==> config.mk <==
export PLATFORM = sky130hd
export DESIGN_NAME = lz_stream_gen
export DESIGN_NICKNAME = d
export VERILOG_FILES = /design/src/rtl/lz_stream_gen.sv
export SDC_FILE = /design/constraint.sdc
export NUM_CORES = 1
export LEC_CHECK = 0
export BUFFER_PORTS_ARGS = -buffer_cell sky130_fd_sc_hd__buf_2
export CORE_ASPECT_RATIO = 0.6
export CORE_MARGIN = 10
export CORE_UTILIZATION = 60
export CTS_BUF_LIST = sky130_fd_sc_hd__clkbuf_8
export DETAILED_ROUTE_END_ITERATION = 10
export HOLD_SLACK_MARGIN = 0.06
export PLACE_DENSITY = 0.83
export SLEW_MARGIN = 20
export SYNTH_ARGS = -nofsm -noshare
export SYNTH_HDL_FRONTEND = slang
export SYNTH_SLANG_ARGS = --single-unit
==> constraint.sdc <==
create_clock -name CLK -period 5.55 [get_ports CLK]
set_input_delay 0.2775 -clock CLK [delete_from_list [all_inputs] [get_ports CLK]]
set_output_delay 0.2775 -clock CLK [all_outputs]
set_load 0.03 [all_outputs]
==> src/rtl/lz_stream_gen.sv <==
// Burst generator producing an MSB-first bit string of Z zeros, a single one, then fill bits.
// Feeds the streaming leading-zero counter's ivalid/mode/data inputs.
module lz_stream_gen #(
  parameter int WIDTH = 8,
  parameter int WORD  = 4
) (
  input  logic             CLK,
  input  logic             rst,
  input  logic             start,
  input  logic             mode,
  input  logic [8:0]       zero,
  input  logic [WIDTH-1:0] fill,
  output logic             ready,
  output logic             ovalid,
  output logic [WIDTH-1:0] data,
  output logic             last
);

  localparam int TOTAL = WORD * WIDTH;

  typedef enum logic {IDLE, EMIT} state_t;

  state_t           state;
  logic [8:0]       k;
  logic [8:0]       fin_q;
  logic [9:0]       zs_q;
  logic [WIDTH-1:0] fill_q;

  logic [9:0]       zs_n;
  logic [8:0]       fin_n;

  // Bit at stream position p: zero before Zs, one at Zs, fill bit after.
  function automatic logic [WIDTH-1:0] gen_word(input logic [8:0] kk,
                                                input logic [9:0] zs,
                                                input logic [WIDTH-1:0] f);
    logic [WIDTH-1:0] w;
    int p;
    w = '0;
    for (int i = 0; i < WIDTH; i++) begin
      p = int'(kk) * WIDTH + (WIDTH - 1 - i);
      if (p < int'(zs))
        w[i] = 1'b0;
      else if (p == int'(zs))
        w[i] = 1'b1;
      else
        w[i] = f[i];
    end
    return w;
  endfunction

  always_comb begin
    zs_n  = ({1'b0, zero} > 10'(TOTAL)) ? 10'(TOTAL) : {1'b0, zero};
    fin_n = 9'(WORD - 1);
    if (mode && (zs_n != 10'(TOTAL)))
      fin_n = 9'(zs_n / 10'(WIDTH));
  end

  // A single-word burst stays in IDLE but holds ready low for its one output cycle.
  always_ff @(posedge CLK or posedge rst) begin
    if (rst) begin
      state  <= IDLE;
      ready  <= 1'b1;
      ovalid <= 1'b0;
      data   <= '0;
      last   <= 1'b0;
      k      <= '0;
      fin_q  <= '0;
      zs_q   <= '0;
      fill_q <= '0;
    end else begin
      case (state)
        IDLE: begin
          ready  <= 1'b1;
          ovalid <= 1'b0;
          last   <= 1'b0;
          data   <= '0;
          if (ready && start) begin
            zs_q   <= zs_n;
            fill_q <= fill;
            fin_q  <= fin_n;
            data   <= gen_word(9'd0, zs_n, fill);
            ovalid <= 1'b1;
            ready  <= 1'b0;
            if (fin_n == 9'd0) begin
              last <= 1'b1;
            end else begin
              state <= EMIT;
              k     <= 9'd1;
            end
          end
        end
        EMIT: begin
          if (last) begin
            state  <= IDLE;
            ready  <= 1'b1;
            ovalid <= 1'b0;
            last   <= 1'b0;
            data   <= '0;
            k      <= '0;
          end else begin
            data <= gen_word(k, zs_q, fill_q);
            last <= (k == fin_q);
            k    <= k + 9'd1;
          end
        end
        default: begin
          state <= IDLE;
        end
      endcase
    end
  end

endmodule

==> impl_results.rst <==
.. list-table::
   :header-rows: 1

   * - Metric
     - Value
   * - Result of the run
     - finished, final reports clean
   * - Post-layout min period
     - 2360 ps
   * - Total number of H-tree levels
     - 2
   * - Row count
     - 17
   * - Number of distinct standard cells referenced by the synthesized netlist
     - 49
   * - Worst slack at placement
     - 3290 ps
   * - Share of cells above drive strength 1
     - 19.2%
   * - Clock transition at the registers of the reported paths
     - 90 ps
   * - Combinational group share of total power
     - 42.1%
   * - Routed wire length
     - 5660 µm
   * - Clock root buffer
     - sky130_fd_sc_hd__clkbuf_8
   * - Power Dens Cells
     - 505 mW/mm²
   * - Worst max-slew margin expressed relative to the limit
     - 36.1%
   * - Number of cells traversed by the worst register-to-register path
     - 4
   * - GR Overflow Total
     - 0
   * - Count of warnings emitted by yosys
     - 0
   * - Initial core utilization
     - 62.4%
   * - Vias post-DR
     - 1,900
   * - Die Outline Area
     - 0.00675 mm²
   * - Min setup slack post-route
     - 3190 ps
   * - Number of slew-limit violations in the final report
     - 0
   * - Main area contributors after synthesis
     - sky130_fd_sc_hd__dfrtp_1 47%, sky130_fd_sc_hd__nand2_1 7.6%, sky130_fd_sc_hd__ha_1 4.4%
   * - Share of the clock period used by the worst path after layout
     - 42.5%
   * - Share of async-settable or async-resettable flops after synthesis
     - 100%
   * - Clock latency on the worst-skew pair
     - 310 ps
   * - Dominant cell type by area after synthesis
     - sky130_fd_sc_hd__dfrtp_1
   * - Leading cell type in the layout, fill and taps excluded
     - sky130_fd_sc_hd__nand2_1
   * - Synth top area share
     - 47.1%
   * - Chip width
     - 99.6 µm
   * - Max Fanout on Critical Path
     - 14
   * - Register share of total power
     - 37.3%
   * - Placeable core area
     - 0.00366 mm²
   * - Chip height
     - 67.8 µm
   * - Cell Area, Placed
     - 0.00247 mm²
   * - Proportion of synthesized chip area in sequential cells
     - 48.3%
   * - Via count of the first global-routing pass
     - 1,708
   * - Final Hold Violating Endpoints
     - 0
   * - Largest stage delay on the critical path
     - 800 ps
   * - Cell area after technology mapping
     - 0.00228 mm²
   * - Relative contribution of the clock network to total power
     - 20.6%
   * - Antenna Nets Post-Route
     - 0
   * - Arrival time worst endpoint
     - 2540 ps
   * - Setup crit end kind
     - flop
   * - Area of the multi-input gates
     - 0.00109 mm²
   * - CTS tree
     - built
   * - Synthesized instance count
     - 243
   * - Worst path slowest cell
     - sky130_fd_sc_hd__nor2b_1
   * - Average cell area after synthesis
     - 9.40 µm²
   * - Max VDD drop
     - 0.333 mV
   * - Setup repair bufs after CTS
     - 0
   * - CP delay by family, top
     - simple AND/OR/NAND/NOR gates
   * - CP cell instances
     - nor2b_1, nand4_1, or4_1, o311ai_0
   * - Fmax
     - 0.424 GHz
   * - Post-synth EDFFs
     - 0
   * - Setup-violating endpoint count in the final report
     - 0
   * - Synthesized Nets
     - 272
   * - Largest buffer count on any clock path
     - 2
   * - Classification of the worst setup path
     - reg -> reg
   * - Reg-to-reg endpoint
     - data[3]
   * - Area grow syn2layout
     - 13.8%
   * - Switching share of power
     - 41.5%
   * - Hold buffer count at cts
     - 0
   * - Number of buffers added by the clock tree synthesis step
     - 5
   * - Largest net degree at the start of global routing
     - 45
   * - IO Port Bufs
     - 31
   * - Routed wire length per instance
     - 17.5 µm
   * - First-pass iteration count of the detailed router
     - 4
   * - Sum Neg Setup Slack
     - 0 ps
   * - Required time of the critical path
     - 5730 ps
   * - Clock tree skew after final layout
     - 12.5 ps
   * - I/O Pins
     - 32
   * - Type of the worst min-delay path
     - in -> async
   * - Detailed-placement wirelength estimate
     - 4170 µm
   * - Post-Layout Inst Area
     - 0.00260 mm²
   * - FF-to-FF Start
     - state
   * - Clk sink count
     - 44
   * - Post-detailed-route DRC marker count
     - 0
   * - Unrepaired setup endpoints after global routing
     - false
   * - Global-route wire length before repair
     - 9020 µm
   * - Final net count
     - 304
   * - Top library cells by usage in the layout, fill and taps aside
     - 46 x sky130_fd_sc_hd__nand2_1, 43 x sky130_fd_sc_hd__dfrtp_1, 31 x sky130_fd_sc_hd__buf_2
   * - Antenna violations before repair
     - 0
   * - Flop and latch count out of synthesis
     - 44
   * - Register-to-register path setup slack
     - 3190 ps
   * - Count of antenna diodes in the layout
     - 0
   * - Static leakage
     - 0.00122 µW
   * - Critical Path Source Type
     - flop
   * - Total buffers and inverters traversed by the critical path
     - 0
   * - Area used by sequential logic in the layout
     - 0.00110 mm²
   * - 1st-iter DRT viols
     - 146
   * - Overall fraction of global-route tracks in use
     - 17.1%
   * - Final Wtd Congestion
     - 0.943
   * - Avg Vias per Cell
     - 5.88
   * - Slew at the pin with the worst max-slew slack
     - 957 ps
   * - Fill count
     - 306
   * - Number of max-capacitance violations reported
     - 0
   * - Reported net switching power
     - 544 µW
   * - Internal power of the cells
     - 767 µW
   * - Most used flip-flop cell after synthesis
     - sky130_fd_sc_hd__dfrtp_1
   * - Post-cts sizing count
     - 0
registers in the layout (all words and copies together) (netlist names):
name    count
last        1
zs_q        9
fin_q       6
state       1
fill_q      8
k           9
data        8
ovalid      1
ready       1
power by group through the flow:
stage	Combinational, µW	Sequential [µW]	Clock [µW]
after floorplan	353	538	0
after global placement	532	490	0
after detailed placement	543	492	0
after CTS	546	486	270
after global routing	612	501	286
final	552	489	270
Yosys cell counts (all sizes together), types with 2 or more instances:
library cell and number:
nand2 46, a211oi 2, nand2b 2, o32ai 2, ha 8, and2 8
o22a 4, o221ai 2, clkbuf 6, xnor2 7, dfrtp 43, a21oi 10
a21o 2, a22o 4, a31oi 2, nand3 8, inv 16, nor2b 2
nand4 4, and4 2, mux2i 2, o21ai 14, or4 3, nor3 6
o311ai 2, o211ai 2, o31ai 3, or3 2, nor2 16
cell type report:
class | count | area share, %
Sequential cell | 44 | 42.4
Multi-Input combinational cell | 176 | 41.9
Timing Repair Buffer | 32 | 6.26
Clock buffer | 7 | 3.71
Inverter | 16 | 2.31
Tap cell | 47 | 2.26
Clock inverter | 1 | 1.16
layer usage:
| layer | GRT usage [%] | wire length, µm |
|---|---|---|
| met1 | 26.7 | 2970 |
| met2 | 20.8 | 2090 |
| met3 | 4.89 | 530 |
| met4 | 6.76 | 74 |
| met5 | 0 | 0 |
per-stage QoR:
| step | power [µW] | hold WS (ps) | std cells | util, % |
|---|---|---|---|---|
| 2_1_floorplan | 890 | 383 | 243 | - |
| 3_3_place_gp | 1020 | 436 | 315 | 67.5 |
| 3_5_place_dp | 1040 | 439 | 315 | 67.5 |
| 4_1_cts | 1300 | 110 | 323 | 71.0 |
| 5_1_grt | 1400 | 147 | 323 | 71.0 |
| 6_report | 1310 | 80.0 | 323 | 71.0 |
worst register-to-register path: stages (launching register included):
cell	delay, ps
sky130_fd_sc_hd__dfrtp_1	470
sky130_fd_sc_hd__nor2b_1	800
sky130_fd_sc_hd__nand4_1	310
sky130_fd_sc_hd__or4_1	550
sky130_fd_sc_hd__o311ai_0	120
kinds of logic (layout without fill, tap and decap cells):
group                      after synthesis  in the layout  synth area share [%]
muxes                                    3              3                  1.37
and+or+nand+nor                        104            104                  22.4
AOI/OAI and AO/OA                       53             53                  16.4
DFF                                     44             44                  48.3
buffers and inverters                   23             56                  4.11
adders and majority gates                8              8                  4.38
xor gates and xnor gates                 8              8                  3.07
how the worst max path moves through the flow:
| stage | start | end | slack (ps) | depth (start not counted) |
|---|---|---|---|---|
| global route | state | data[3] | 3040 | 4 |
| global placement | state | data[3] | 3380 | 4 |
| CTS | state | data[3] | 3270 | 4 |
| finish | state | data[3] | 3190 | 4 |
| detailed placement | state | data[3] | 3290 | 4 |
| floorplan | k[0] | data[5] | 3690 | 6 |
Power figures use the tool's default switching activity.
